**config.mk**
```make
export PLATFORM = sky130hd
export DESIGN_NAME = branch_resolver
export DESIGN_NICKNAME = d
export VERILOG_FILES = /design/src/rtl/branch_resolver.sv
export SDC_FILE = /design/constraint.sdc
export NUM_CORES = 1
export LEC_CHECK = 0
export CAP_MARGIN = 15
export CORE_ASPECT_RATIO = 0.7
export CORE_MARGIN = 1.5
export CORE_UTILIZATION = 45
export DETAILED_ROUTE_END_ITERATION = 8
export GPL_TIMING_DRIVEN = 0
export PLACE_DENSITY_LB_ADDON = 0.08
export SLEW_MARGIN = 10
export SYNTH_ARGS = -nofsm -noshare
export SYNTH_HDL_FRONTEND = slang
export SYNTH_SLANG_ARGS = --single-unit
export TNS_END_PERCENT = 30
```
**constraint.sdc**
```tcl
create_clock -name clk -period 8.06 [get_ports clk]
set_input_delay 1.612 -clock clk [delete_from_list [all_inputs] [get_ports clk]]
set_output_delay 1.612 -clock clk [all_outputs]
set_load 0.005 [all_outputs]
```
**src/rtl/branch_resolver.sv**
```systemverilog
// rtl/branch_resolver.sv - ID-stage beq/bne resolver with mispredict flush/redirect and saturating stats
module branch_resolver #(
  parameter int ADDR_W = 32,
  parameter int DATA_W = 32,
  parameter int CNT_W  = 16
) (
  input  logic              clk,
  input  logic              rst,
  input  logic              stall,
  input  logic              if_valid,
  input  logic              if_B,
  input  logic              if_bne,
  input  logic              if_BrPre,
  input  logic [ADDR_W-1:0] if_pc_plus4,
  input  logic [ADDR_W-1:0] if_target,
  input  logic [DATA_W-1:0] id_rs_data,
  input  logic [DATA_W-1:0] id_rt_data,
  output logic              B,
  output logic              PreWrong,
  output logic              flush,
  output logic [ADDR_W-1:0] redirect_pc,
  output logic [CNT_W-1:0]  br_count,
  output logic [CNT_W-1:0]  miss_count
);

  // IF/ID register fields for the instruction currently in ID
  logic              r_valid;
  logic              r_b;
  logic              r_bne;
  logic              r_pred;
  logic [ADDR_W-1:0] r_pc_plus4;
  logic [ADDR_W-1:0] r_target;

  logic [CNT_W-1:0]  r_br_count;
  logic [CNT_W-1:0]  r_miss_count;

  logic              w_eq;
  logic              w_taken;
  logic              w_b;
  logic              w_prewrong;
  logic              w_flush;
  logic              w_count_en;
  logic              w_br_sat;
  logic              w_miss_sat;

  // Resolve the ID branch from the forwarded operands and its recorded prediction
  always_comb begin
    w_eq       = (id_rs_data == id_rt_data);
    w_taken    = r_bne ? ~w_eq : w_eq;
    w_b        = r_valid & r_b;
    w_prewrong = w_b & (w_taken != r_pred);
    // Under stall the PC unit does not load, so the wrong-path kill must wait too
    w_flush    = w_prewrong & ~stall;
    w_count_en = w_b & ~stall;
    w_br_sat   = (r_br_count == {CNT_W{1'b1}});
    w_miss_sat = (r_miss_count == {CNT_W{1'b1}});
  end

  // IF/ID register: hold on stall, bubble on flush, otherwise capture the fetch
  always_ff @(posedge clk or posedge rst) begin
    if (rst) begin
      r_valid    <= 1'b0;
      r_b        <= 1'b0;
      r_bne      <= 1'b0;
      r_pred     <= 1'b0;
      r_pc_plus4 <= '0;
      r_target   <= '0;
    end else if (!stall) begin
      if (w_flush) begin
        r_valid <= 1'b0;
        r_b     <= 1'b0;
      end else begin
        r_valid    <= if_valid;
        r_b        <= if_B;
        r_bne      <= if_bne;
        r_pred     <= if_BrPre;
        r_pc_plus4 <= if_pc_plus4;
        r_target   <= if_target;
      end
    end
  end

  // Saturating statistics; each ID occupant sees one unstalled edge so it counts once
  always_ff @(posedge clk or posedge rst) begin
    if (rst) begin
      r_br_count   <= '0;
      r_miss_count <= '0;
    end else if (w_count_en) begin
      if (!w_br_sat) begin
        r_br_count <= r_br_count + 1'b1;
      end
      if (w_prewrong && !w_miss_sat) begin
        r_miss_count <= r_miss_count + 1'b1;
      end
    end
  end

  // Drive outputs; redirect_pc is only meaningful while flush is high
  always_comb begin
    B           = w_b;
    PreWrong    = w_prewrong;
    flush       = w_flush;
    redirect_pc = w_taken ? r_target : r_pc_plus4;
    br_count    = r_br_count;
    miss_count  = r_miss_count;
  end

endmodule

```
==> flow_summary.json, run 1 <==
{
  "clkSinkCount": 100,
  "ys_types": 32,
  "core_sq_um": 11100,
  "clock_path_buffers": 2,
  "dp_hpwl_mm": 9.82,
  "yosys_warnings": 0,
  "rrSetupSlack_ps": 5610,
  "worst_ep_arrival_time_ps": 5130,
  "endpoint_kind": "output port",
  "whs_endpoint": "miss_count[5]",
  "cts-buffers-inserted": 9,
  "dieArea_sq_um": 12100,
  "maxCapViolations": 0,
  "reg2reg_to": "miss_count[1]",
  "finalWorstSetupSlack_ps": 1310,
  "start_util_pct": 46.4,
  "crit_family": "buffers and inverters",
  "path_cells": "clkdlybuf4s50_1, xor2_1, nor4_1, nand4_1, nor2_4, xnor2_1, clkbuf_1, mux2_2, clkdlybuf4s50_1",
  "outcome": "finished clean",
  "setup_tns_ps": 0,
  "num_rows": 32,
  "firstDrtPassIters": 4,
  "wl_per_cell_um": 17.1,
  "postCtsResizedCells": 0,
  "antenna_found_initial": 0,
  "area_growth_pct": 49.2,
  "p_leak_uw": 0.00337,
  "fin_util_pct": 69.2,
  "cp_num_buf_inv": 3,
  "htree_levels": 3,
  "vias": 3743,
  "overflow": 0,
  "place_ws_ps": 1240,
  "synth_seq_cells": 100,
  "cp_common_cell": "clkdlybuf4s50_1",
  "hold_start": "miss_count[5]",
  "fp.dieH_um": 92.3,
  "clk_pin_slew_ps": 80,
  "drive_above_1_share_pct": 21.4,
  "grt_pass1_wl_mm": 20.5,
  "r2r_start": "miss_count[3]",
  "slowest_stage": "clkbuf_1",
  "portBuffers": 200,
  "r2r_cells": 6,
  "grt_max_degree": 53,
  "path_class": "input port to output port",
  "die_w_um": 131,
  "cts-root-buf": "clkbuf_16",
  "rsz0062_at_grt": "no",
  "pin_count": 202,
  "fin_crit_ps": 6750,
  "antenna_cells": 0,
  "postRouteAntennaNets": 0,
  "crit_required_ps": 6450,
  "hold_viol": 0,
  "ir_drop_uv": 122,
  "post-cts-setup-buffer-count": 0,
  "synth_nets": 517,
  "p_per_area_nw_per_um2": 194,
  "syn_area_sq_um": 5130,
  "hold_path_class": "flop to flop",
  "cpPeakStageDelay_ps": 550,
  "avgViaCountPerCell": 4.99,
  "yosysSeqAreaShare_pct": 48.8,
  "worstSetupStartpointType": "input port",
  "drv_slew": 0,
  "postCtsHoldBufs": 0,
  "fmax_mhz": 148,
  "synth_cells": 380,
  "final_cell_mix": "clkdlybuf4s50_1, dfrtp_1, mux2_4",
  "routabilityCongestion": 0.825,
  "final_nets": 729,
  "grt_pass1_vias": 3961,
  "postSynthAreaPerCell_sq_um": 13.5,
  "clock_latency_ps": 340,
  "grt_use_total_pct": 22.1,
  "drc_errors": 0,
  "detail_route.iter0.violations": 92,
  "cts_tree": "done",
  "crit_fanout": 10,
  "routed_wl_mm": 12.8,
  "final_common_cell": "clkdlybuf4s50_1",
  "worstMarginPinSlew_ps": 717,
  "maxSlewHeadroom_pct": 51.9,
  "holdPathStages": 1,
  "skew_ps": 15.6,
  "period_share_pct": 83.7,
  "setup_violations": 0
}
==> state kept, by name, indices dropped and copies added (netlist names) <==
name and flops:
r_pc_plus4 32, r_target 32, br_count 16, miss_count 16
r_b 1, r_bne 1, r_pred 1, r_valid 1
==> cell type report <==
type                    instances  area, sq um
multi-input cells             262         2510
plain buffers                  12         97.6
inverters                       6         25.0
clock buffers                   9          225
clock inverters                 7         73.8
flip-flops and latches        100         2500
fillers                       827         3400
well taps                     153          191
repair buffers                201         2030
==> synth_stat cells, drive strengths merged <==
library cell	number	area, sq um
nand2	15	56.3
or3	2	12.5
clkbuf	5	18.8
inv	6	22.5
a2111oi	1	27.5
xor2	49	429
nor2	10	47.6
and2	4	25.0
buf	7	78.8
and3	10	62.6
and4	4	35.0
o22ai	1	6.26
o21a	1	7.51
ha	2	25.0
o211ai	4	30.0
nor4	12	75.1
o221a	1	11.3
dfrtp	100	2500
nand3	10	50.1
nor3	6	30.0
o2111ai	1	8.76
a41o	1	10.0
a21oi	3	15.0
nand4	4	25.0
o21ai	5	25.0
xnor2	17	156
mux2	98	1330
nand3b	1	7.51
==> metrics by stage <==
| step | hold WS, ps | area [sq um] | power, uW | std cells |
|---|---|---|---|---|
| floorplan | 472 | 5130 | 831 | 380 |
| global placement | 470 | 7320 | 1050 | 733 |
| detailed placement | 485 | 7350 | 1060 | 734 |
| CTS | 496 | 7650 | 1500 | 750 |
| global route | 513 | 7650 | 1550 | 750 |
| finish | 493 | 7650 | 1480 | 750 |
==> cells by family after synthesis <==
group	after synthesis	synth area share (%)
DFF	100	48.8
AOI/OAI and AO/OA	18	2.76
buffers and inverters	18	2.34
adders and majority gates	2	0.488
xor gates and xnor gates	66	11.4
and+or+nand+nor	78	8.32
muxes	98	25.9
==> worst max path at each step <==
stage,start,slack [ps],cells after the start,to
final,id_rt_data[15],1310,9,redirect_pc[7]
after global routing,id_rt_data[15],1070,9,redirect_pc[29]
after CTS,id_rt_data[15],1230,9,redirect_pc[7]
after detailed placement,id_rt_data[15],1240,9,redirect_pc[7]
after global placement,id_rt_data[15],1380,9,redirect_pc[26]
after floorplan,id_rt_data[17],2930,7,redirect_pc[10]
==> power by group <==
group	internal (uW)	switching (uW)	total, uW
combinational	291	143	434
sequential	568	49.5	618
clock	242	191	433
==> routing by layer <==
layer  vias up  part of all wire (%)  global-route usage (%)
li1       1766                     -                       -
met1      1844                    46                    30.4
met2       115                    47                    34.5
met3        18                   5.0                    5.14
met4         0                   1.9                    7.14
met5         -                     0                       0
Power figures use the tool's default switching activity.
==> run 2: changes to the inputs <==
- CORE_UTILIZATION: 45 -> 44
- clock period: 8.06 -> 7 ns (I/O delays scaled with it)
==> flow_summary.json, run 2 (synthesized netlist as in run 1, its figures left out) <==
{
  "fin_crit_ps": 6300,
  "maxCapViolations": 0,
  "final_common_cell": "clkdlybuf4s50_1",
  "r2r_cells": 6,
  "antenna_found_initial": 0,
  "portBuffers": 200,
  "seq_power_share_pct": 41.7,
  "postRouteAntennaNets": 0,
  "grt_max_degree": 57,
  "start_util_pct": 45.9,
  "drv_slew": 0,
  "p_per_area_nw_per_um2": 223,
  "nFillCells": 799,
  "postLayoutCellArea_sq_um": 7650,
  "avgViaCountPerCell": 4.91,
  "drc_errors": 0,
  "clock_path_buffers": 2,
  "combPwrFrac_pct": 29.2,
  "grt_use_total_pct": 21.5,
  "die_w_um": 132,
  "post-cts-setup-buffer-count": 0,
  "wl_met3_um": 724,
  "worstMarginPinSlew_ps": 646,
  "num_rows": 32,
  "met1Wirelength_mm": 5.90,
  "dieArea_sq_um": 12300,
  "htree_levels": 3,
  "hold_path_class": "flop to flop",
  "dp_hpwl_mm": 9.66,
  "power.internal_uw": 1270,
  "worst_ep_arrival_time_ps": 4900,
  "fp.dieH_um": 93.3,
  "switching_share_pct": 25.6,
  "fin_util_pct": 68.5,
  "path_cells": "clkdlybuf4s50_1, xor2_1, nor4_1, nand4_1, nor2_4, xnor2_1, clkbuf_1, mux2_2, clkdlybuf4s50_1",
  "worstSetupStartpointType": "input port",
  "period_share_pct": 90.0,
  "path_class": "input port to output port",
  "outcome": "finished clean",
  "postCtsHoldBufs": 0,
  "endpoint": "redirect_pc[26]",
  "area_growth_pct": 49.1,
  "routed_wl_mm": 12.6,
  "clkSinkCount": 100,
  "firstDrtPassIters": 4,
  "top_layer_used": "met4",
  "postCtsResizedCells": 0,
  "final_nets": 729,
  "crit_fanout": 10,
  "maxSlewHeadroom_pct": 56.9,
  "slowest_stage": "clkbuf_1",
  "detail_route.iter0.violations": 123,
  "overflow": 0,
  "cts-root-buf": "clkbuf_16",
  "drive_above_1_share_pct": 21.4,
  "clock_latency_ps": 340,
  "skew_ps": 11.8,
  "cts-buffers-inserted": 9,
  "reg2reg_to": "miss_count[1]",
  "clk_pin_slew_ps": 70,
  "clock_power_share_pct": 29.1,
  "pin_count": 202,
  "antenna_cells": 0,
  "cp_common_cell": "clkdlybuf4s50_1",
  "dpl_cell_area_sq_um": 7350,
  "ir_drop_uv": 131,
  "p_leak_uw": 0.00337,
  "setup_violations": 0,
  "endpoint_kind": "output port",
  "wl_per_cell_um": 16.8,
  "setup_tns_ps": 0,
  "r2r_start": "miss_count[3]",
  "rsz0062_at_grt": "no",
  "grt_pass1_vias": 3960,
  "route.met2.wl_mm": 5.81,
  "routabilityCongestion": 0.799,
  "vias": 3679,
  "fmax_mhz": 159,
  "multi_input_area_sq_um": 2510,
  "reg.largest.list": "r_pc_plus4 (32), r_target (32)",
  "rrSetupSlack_ps": 4600,
  "crit_required_ps": 5600,
  "cts_tree": "done",
  "net-switching-power_uw": 436,
  "final_cell_mix": "clkdlybuf4s50_1, dfrtp_1, mux2_4",
  "hold_viol": 0,
  "startpoint": "id_rt_data[15]",
  "register_area_sq_um": 2500,
  "core_sq_um": 11200,
  "cpPeakStageDelay_ps": 560,
  "grt_pass1_wl_mm": 20.7
}
==> run 2: cell types whose count changed in the layout (fill, tap and decap cells not counted) <==
cell,before,now
clkinvlp_4,1,2
clkinv_4,1,0
==> run 2: power by group through the flow <==
stage	combinational (uW)	sequential [uW]	clock (uW)
final	497	711	495
after floorplan	249	708	0
after global routing	535	721	536
after global placement	489	715	0
after detailed placement	499	720	0
after CTS	503	710	511
==> run 2: through the flow <==
stage / setup WS, ps / hold slack, ps / power (uW) / std cells
finish: 700 / 489 / 1700 / 750
global route: 506 / 504 / 1790 / 750
CTS: 707 / 489 / 1720 / 750
detailed placement: 694 / 476 / 1220 / 734
global placement: 724 / 470 / 1200 / 733
floorplan: 2290 / 472 / 957 / 380
==> run 2: critical path: cells and delay by family <==
kind	cells	cell delay, ps
simple gates	3	1140
xor+xnor	2	490
mux	1	410
buf+inv	3	1450
==> run 2: worst min-delay path by stage <==
| stage | from | endpoint | cells after the start |
|---|---|---|---|
| after floorplan | r_b | r_b | 2 |
| after global routing | br_count[10] | br_count[10] | 1 |
| after detailed placement | miss_count[5] | miss_count[5] | 1 |
| after global placement | br_count[10] | br_count[10] | 1 |
| after CTS | miss_count[5] | miss_count[5] | 1 |
| final | miss_count[5] | miss_count[5] | 1 |
==> run 2: per-layer routing <==
layer | up-vias | track usage (%)
met5 | - | 0
met4 | 0 | 5.74
met3 | 16 | 5.85
met2 | 112 | 33.9
met1 | 1788 | 29.4
li1 | 1763 | -
==> run 2: final cells by class <==
class	count	share of cell area, %
Clock inverter	7	0.948
Sequential cell	100	32.7
Clock buffer	9	2.94
Inverter	6	0.327
Buffer	12	1.28
Tap cell	153	2.50
Timing Repair Buffer	201	26.5
Multi-Input combinational cell	262	32.8
==> edit 1: new RTL, settings of run 2 <==
Put a register stage on the output `miss_count`, with the module's reset. The value now appears one clock later. The other outputs are not delayed to match.
--- a/src/rtl/branch_resolver.sv
+++ b/src/rtl/branch_resolver.sv
@@ -22,6 +22,8 @@
   output logic [CNT_W-1:0]  br_count,
   output logic [CNT_W-1:0]  miss_count
 );
+
+  logic [CNT_W-1:0] miss_count_d;
 
   // IF/ID register fields for the instruction currently in ID
   logic              r_valid;
@@ -102,7 +104,15 @@
     flush       = w_flush;
     redirect_pc = w_taken ? r_target : r_pc_plus4;
     br_count    = r_br_count;
-    miss_count  = r_miss_count;
+    miss_count_d = r_miss_count;
+  end
+
+  always_ff @(posedge clk or posedge rst) begin
+    if (rst) begin
+      miss_count <= '0;
+    end else begin
+      miss_count <= miss_count_d;
+    end
   end
 
 endmodule
Function: changed (Yosys sat finds a counterexample within 4 cycles, from zero or initial values and one cycle with rst high).
==> edit 1 against run 2 <==
Power up 26%; core utilization increased by 0.74 points; cell area up 7.6%; sequential share of layout area is 2.6 points higher; setup slack better by 0.28 ns; sequential cell count increased by 16; routed wire length rose by 7.8%; synthesized area is 6.0% higher; critical endpoint is now redirect_pc[27].
==> edit 1: results (changes against run 2) <==
[placement]
place_congestion=0.865  ; was 0.799
dpl.hpwl_um=10200  ; was 9660 um
port_buffers=200  ; unchanged
pre_cts_ws_ns=1.00  ; was 0.694 ns

[grt]
grt_usage_pct=21.7  ; was 21.5%
grt_pass1_vias=4241  ; was 3960
grt_max_degree=90  ; was 57
grt_use_met2_pct=34.9  ; was 33.9%
use_met1_pct=27.7  ; was 29.4%
grt_util_met3_pct=7.69  ; was 5.85%
grt_pass1_wl_um=21300  ; was 20700 um
antenna_found_initial=0  ; unchanged

[yosys]
synth_cell_types=38  ; was 32
yosysSeqAreaShare_pct=53.4  ; was 48.8%
syn_area_mm2=0.00544  ; was 0.00513 mm^2
netlist_top_cells_count=116 x dfrtp_1, 91 x mux2_2, 43 x xor2_1  ; was 100 x dfrtp_1, 60 x mux2_4, 49 x xor2_1
synth.net_count=555  ; was 517
synth_area_leaders=dfrtp_1 53%, mux2_2 19%, xor2_1 6.9%, xnor2_1 3.4%, mux2_1 1.7%  ; was dfrtp_1 49%, mux2_4 18%, xor2_1 8.4%, mux2_2 8.3%, xnor2_1 2.7%

[sta]
fin_tns_setup_ns=0  ; unchanged
worst-slew-pin-transition_ns=0.650  ; was 0.646 ns
fin_skew_ns=0.00985  ; was 0.0118 ns

[cts]
htreeDepth=4  ; was 3
clk_pin_slew_ns=0.05  ; was 0.07 ns
cts_buffers=17  ; was 9

[final_layout]
drive_above_1_share_pct=21.2  ; was 21.4%
fill_cells=860  ; was 799
nNetsFinal=775  ; was 729
diodes=0  ; unchanged

[routing]
drtIter0Drc=177  ; was 123
wl_met2_um=6530  ; was 5810 um
met1Wirelength_um=6080  ; was 5900 um
wl_met3_um=821  ; was 724 um
via_count=4072  ; was 3679
drt-wirelength-per-cell_um=16.9  ; was 16.8 um

[pwr]
p_leak_nw=3.41  ; was 3.37 nW
swShare_pct=24.8  ; was 25.6%
irDropWorstVdd_uv=192  ; was 131 uV

[critical_path]
cp_slowest_stage_delay_ns=0.51  ; was 0.56 ns
worstPathArrival_ns=4.62  ; was 4.90 ns
slowest_stage=nor4_1  ; was clkbuf_1

[status]
status=finished clean  ; unchanged

## edit 1: changes by cell type after synthesis, sizes merged, moves of 3 or more
| cell | change |
|---|---|
| a211oi | +3 |
| and3 | -4 |
| buf | +3 |
| mux2i | +3 |
| nand4 | +4 |
| nand2 | +6 |
| xnor2 | +5 |
| xor2 | -6 |
| and2 | -3 |
| nor3 | +4 |
| a21oi | +5 |
| a211o | +6 |
| dfrtp | +16 |
## edit 1: final timing paths
path / from / endpoint / slack (ns) / depth (start not counted)
worst max-delay path: id_rt_data[13] / redirect_pc[27] / 0.98 / 9
worst min-delay path: miss_count_d[15]$_DFFE_PP0P_ / miss_count[15]$_DFF_PP0_ / 0.43 / 0
worst max register to register: r_bne$_DFFE_PP0P_ / r_target[16]$_DFFE_PP0P_ / 4.59 / 6
worst min register to register: miss_count_d[15]$_DFFE_PP0P_ / miss_count[15]$_DFF_PP0_ / 0.43 / 0
max in group asynchronous: rst / br_count[10]$_DFFE_PP0P_ / 4.95 / 3
min in group asynchronous: rst / r_pc_plus4[2]$_DFFE_PP0P_ / 1.33 / 2
## edit 1: worst register-to-register path, delay by kind of cell, from the launching register on
family | cells | cell delay (ns)
simple gates | 1 | 0.57
buf+inv | 2 | 0.44
xor+xnor | 1 | 0.41
mux | 1 | 0.37
flops | 1 | 0.36
compound gates | 1 | 0.15
## edit 1: cell families (layout without fill, tap and decap cells)
kind of cell / Yosys count / after routing / synth area share [%]
AND/OR/NAND/NOR: 83 / 83 / 8.33
multiplexers: 102 / 102 / 21.1
flip-flops: 116 / 116 / 53.4
adder cells (fa/ha/maj): 2 / 2 / 0.460
XOR/XNOR: 65 / 65 / 10.6
buffers and inverters: 20 / 252 / 2.30
AO/OA/AOI/OAI: 30 / 30 / 3.82
## edit 1: cell type report
type	count	area share (%)
Sequential cell	116	35.3
Tap cell	157	2.39
Clock buffer	20	5.55
Buffer	13	1.20
Multi-Input combinational cell	282	29.2
Inverter	7	0.380
Timing Repair Buffer	201	24.7
Clock inverter	11	1.34
## edit 1: through the flow
| stage | instance area (um^2) | util, % | cells |
|---|---|---|---|
| 2_1_floorplan | 5440 | - | 418 |
| 3_3_place_gp | 7630 | 64.2 | 775 |
| 3_5_place_dp | 7670 | 64.5 | 776 |
| 4_1_cts | 8230 | 69.2 | 807 |
| 5_1_grt | 8230 | 69.2 | 807 |
| 6_report | 8230 | 69.2 | 807 |
## edit 1: power by group through the flow
stage / clock (mW) / sequential [mW] / combinational (mW)
after floorplan: 0 / 0.813 / 0.231
after global placement: 0 / 0.820 / 0.479
after detailed placement: 0 / 0.829 / 0.493
after CTS: 0.846 / 0.819 / 0.498
after global routing: 0.887 / 0.831 / 0.527
final: 0.831 / 0.819 / 0.492
==> edit 2: new RTL, config.mk and constraints of run 2 <==
Made on the original files. Set the parameter `CNT_W` to 14 (it was 16).
--- a/src/rtl/branch_resolver.sv
+++ b/src/rtl/branch_resolver.sv
@@ -2,7 +2,7 @@
 module branch_resolver #(
   parameter int ADDR_W = 32,
   parameter int DATA_W = 32,
-  parameter int CNT_W  = 16
+  parameter int CNT_W  = 14
 ) (
   input  logic              clk,
   input  logic              rst,
Ports: changed (resized br_count and miss_count); port bits go from 202 to 198. No check against the original RTL was run, so the function may have changed too.
==> edit 2 against run 2 <==
Routed wire length is 1.0% lower; cell area is 2.4% lower; power hardly changed; synthesized area is 3.0% lower; worst hold slack worse by 0.0031 ns; core utilization is 0.69 points lower; register-to-register slack better by 0.19 ns; global-route usage hardly changed; highest routed layer unchanged; setup slack better by 0.28 ns; final cell count is 2.7% lower; sequential cell count is 4 lower.
==> edit 2: results (changes against run 2) <==
[yosys]
synth_top_family_by_area=multiplexers  ; unchanged
ys.flop_type=dfrtp_1  ; unchanged
yosysSeqAreaShare_pct=48.3  ; was 48.8%
synth.net_count=500  ; was 517
synth_compound_area_share_pct=1.43  ; was 2.76%
synth_area_leaders=dfrtp_1 48%, mux2_4 18%, mux2_2 7.7%, xnor2_1 7.4%, xor2_1 3.3%  ; was dfrtp_1 49%, mux2_4 18%, xor2_1 8.4%, mux2_2 8.3%, xnor2_1 2.7%
ys.warnings.count=0  ; unchanged
synthAdderAreaFrac_pct=0.503  ; was 0.488%
synth_mux_area_share_pct=26.7  ; was 25.9%
async_flop_share_pct=100  ; unchanged
synth_xor_area_share_pct=11.3  ; was 11.4%
synth_cell_types=30  ; was 32
netlist_top_cells_count=96 x dfrtp_1, 60 x mux2_4, 42 x xnor2_1  ; was 100 x dfrtp_1, 60 x mux2_4, 49 x xor2_1

[critical_path]
worstPathArrival_ns=4.62  ; was 4.90 ns
slowest_stage=xor2_1  ; was clkbuf_1
critical-path-top-delay-family=buffers and inverters  ; unchanged
cp_max_fo=10  ; unchanged
cp_slowest_stage_delay_ns=0.65  ; was 0.56 ns

[grt]
grt_max_degree=53  ; was 57
grt_util_met3_pct=10.3  ; was 5.85%
grt_pass1_wl_um=19300  ; was 20700 um
grt_usage_pct=21.5  ; about the same
grt_pass1_vias=3619  ; was 3960
grt_use_met2_pct=34.7  ; was 33.9%
antenna_found_initial=0  ; unchanged
use_met1_pct=25.8  ; was 29.4%

[die]
die_x_um=130  ; was 132 um

[pwr]
irDropWorstVdd_uv=131  ; about the same
p_leak_nw=3.22  ; was 3.37 nW

[cts]
clk_latency_ns=0.34  ; about the same
clk_path_buf_depth=2  ; unchanged
post_cts_buffers=0  ; unchanged
cts_resized=0  ; unchanged
clk_pin_slew_ns=0.06
htreeDepth=3  ; unchanged
clock-root-buffer=clkbuf_16  ; unchanged

[routing]
drt-pass1-iter-count=4  ; unchanged
drtIter0Drc=121  ; was 123
drt_wl_total_um=12500  ; was 12600 um
vias_per_cell=4.85  ; was 4.91

[final_layout]
drive_above_1_share_pct=22.0  ; was 21.4%
diodes=0  ; unchanged
nNetsFinal=709  ; was 729
largestRegisters=r_pc_plus4 (32), r_target (32)  ; unchanged

[job]
maxCapViolCount=0  ; unchanged

[placement]
dpl.hpwl_um=9500  ; was 9660 um
place_congestion=0.836  ; was 0.799
port_buffers=197  ; was 200

[sta]
fin_skew_ns=0.00499  ; was 0.0118 ns
relSlewSlack_pct=48.4  ; was 56.9%

[status]
status=finished clean  ; unchanged

[edit 2: final cells by class]
class / instances / area, um^2
clock buffer: 10 / 229
sequential: 96 / 2400
buffer: 14 / 171
inverter: 5 / 21.3
timing repair buffer: 198 / 2000
fill: 801 / 3540
tap: 153 / 191
multi-input combinational: 248 / 2380
clock inverter: 6 / 67.6
[edit 2: routing by layer]
| layer | part of all wire, % | vias up |
|---|---|---|
| met5 | 0 | - |
| met4 | 1.5 | 0 |
| met3 | 11 | 10 |
| met2 | 46 | 139 |
| met1 | 42 | 1701 |
| li1 | - | 1688 |
[edit 2: final timing paths]
kind | startpoint | to | slack [ns] | cells after the start
max | id_rt_data[31] | redirect_pc[6] | 0.98 | 9
min | r_pc_plus4[30]$_DFFE_PP0P_ | r_pc_plus4[30]$_DFFE_PP0P_ | 0.49 | 1
max reg2reg | miss_count[0]$_DFFE_PP0P_ | miss_count[5]$_DFFE_PP0P_ | 4.79 | 9
min reg2reg | r_pc_plus4[30]$_DFFE_PP0P_ | r_pc_plus4[30]$_DFFE_PP0P_ | 0.49 | 1
max in group asynchronous | rst | r_target[1]$_DFFE_PP0P_ | 4.88 | 3
min in group asynchronous | rst | br_count[3]$_DFFE_PP0P_ | 1.47 | 2
[edit 2: through the flow]
stage / std cells / setup WS [ns] / instance area, um^2
floorplan: 363 / 2.49 / 4980
global placement: 713 / 0.988 / 7140
detailed placement: 714 / 0.964 / 7170
CTS: 730 / 0.941 / 7470
global route: 730 / 0.764 / 7470
finish: 730 / 0.980 / 7470
[edit 2: power breakdown]
part	switching [mW]	total, mW	internal [mW]
Sequential	0.0584	0.692	0.633
Clock	0.209	0.488	0.279
Combinational	0.170	0.525	0.355
Total	0.437	1.70	1.27
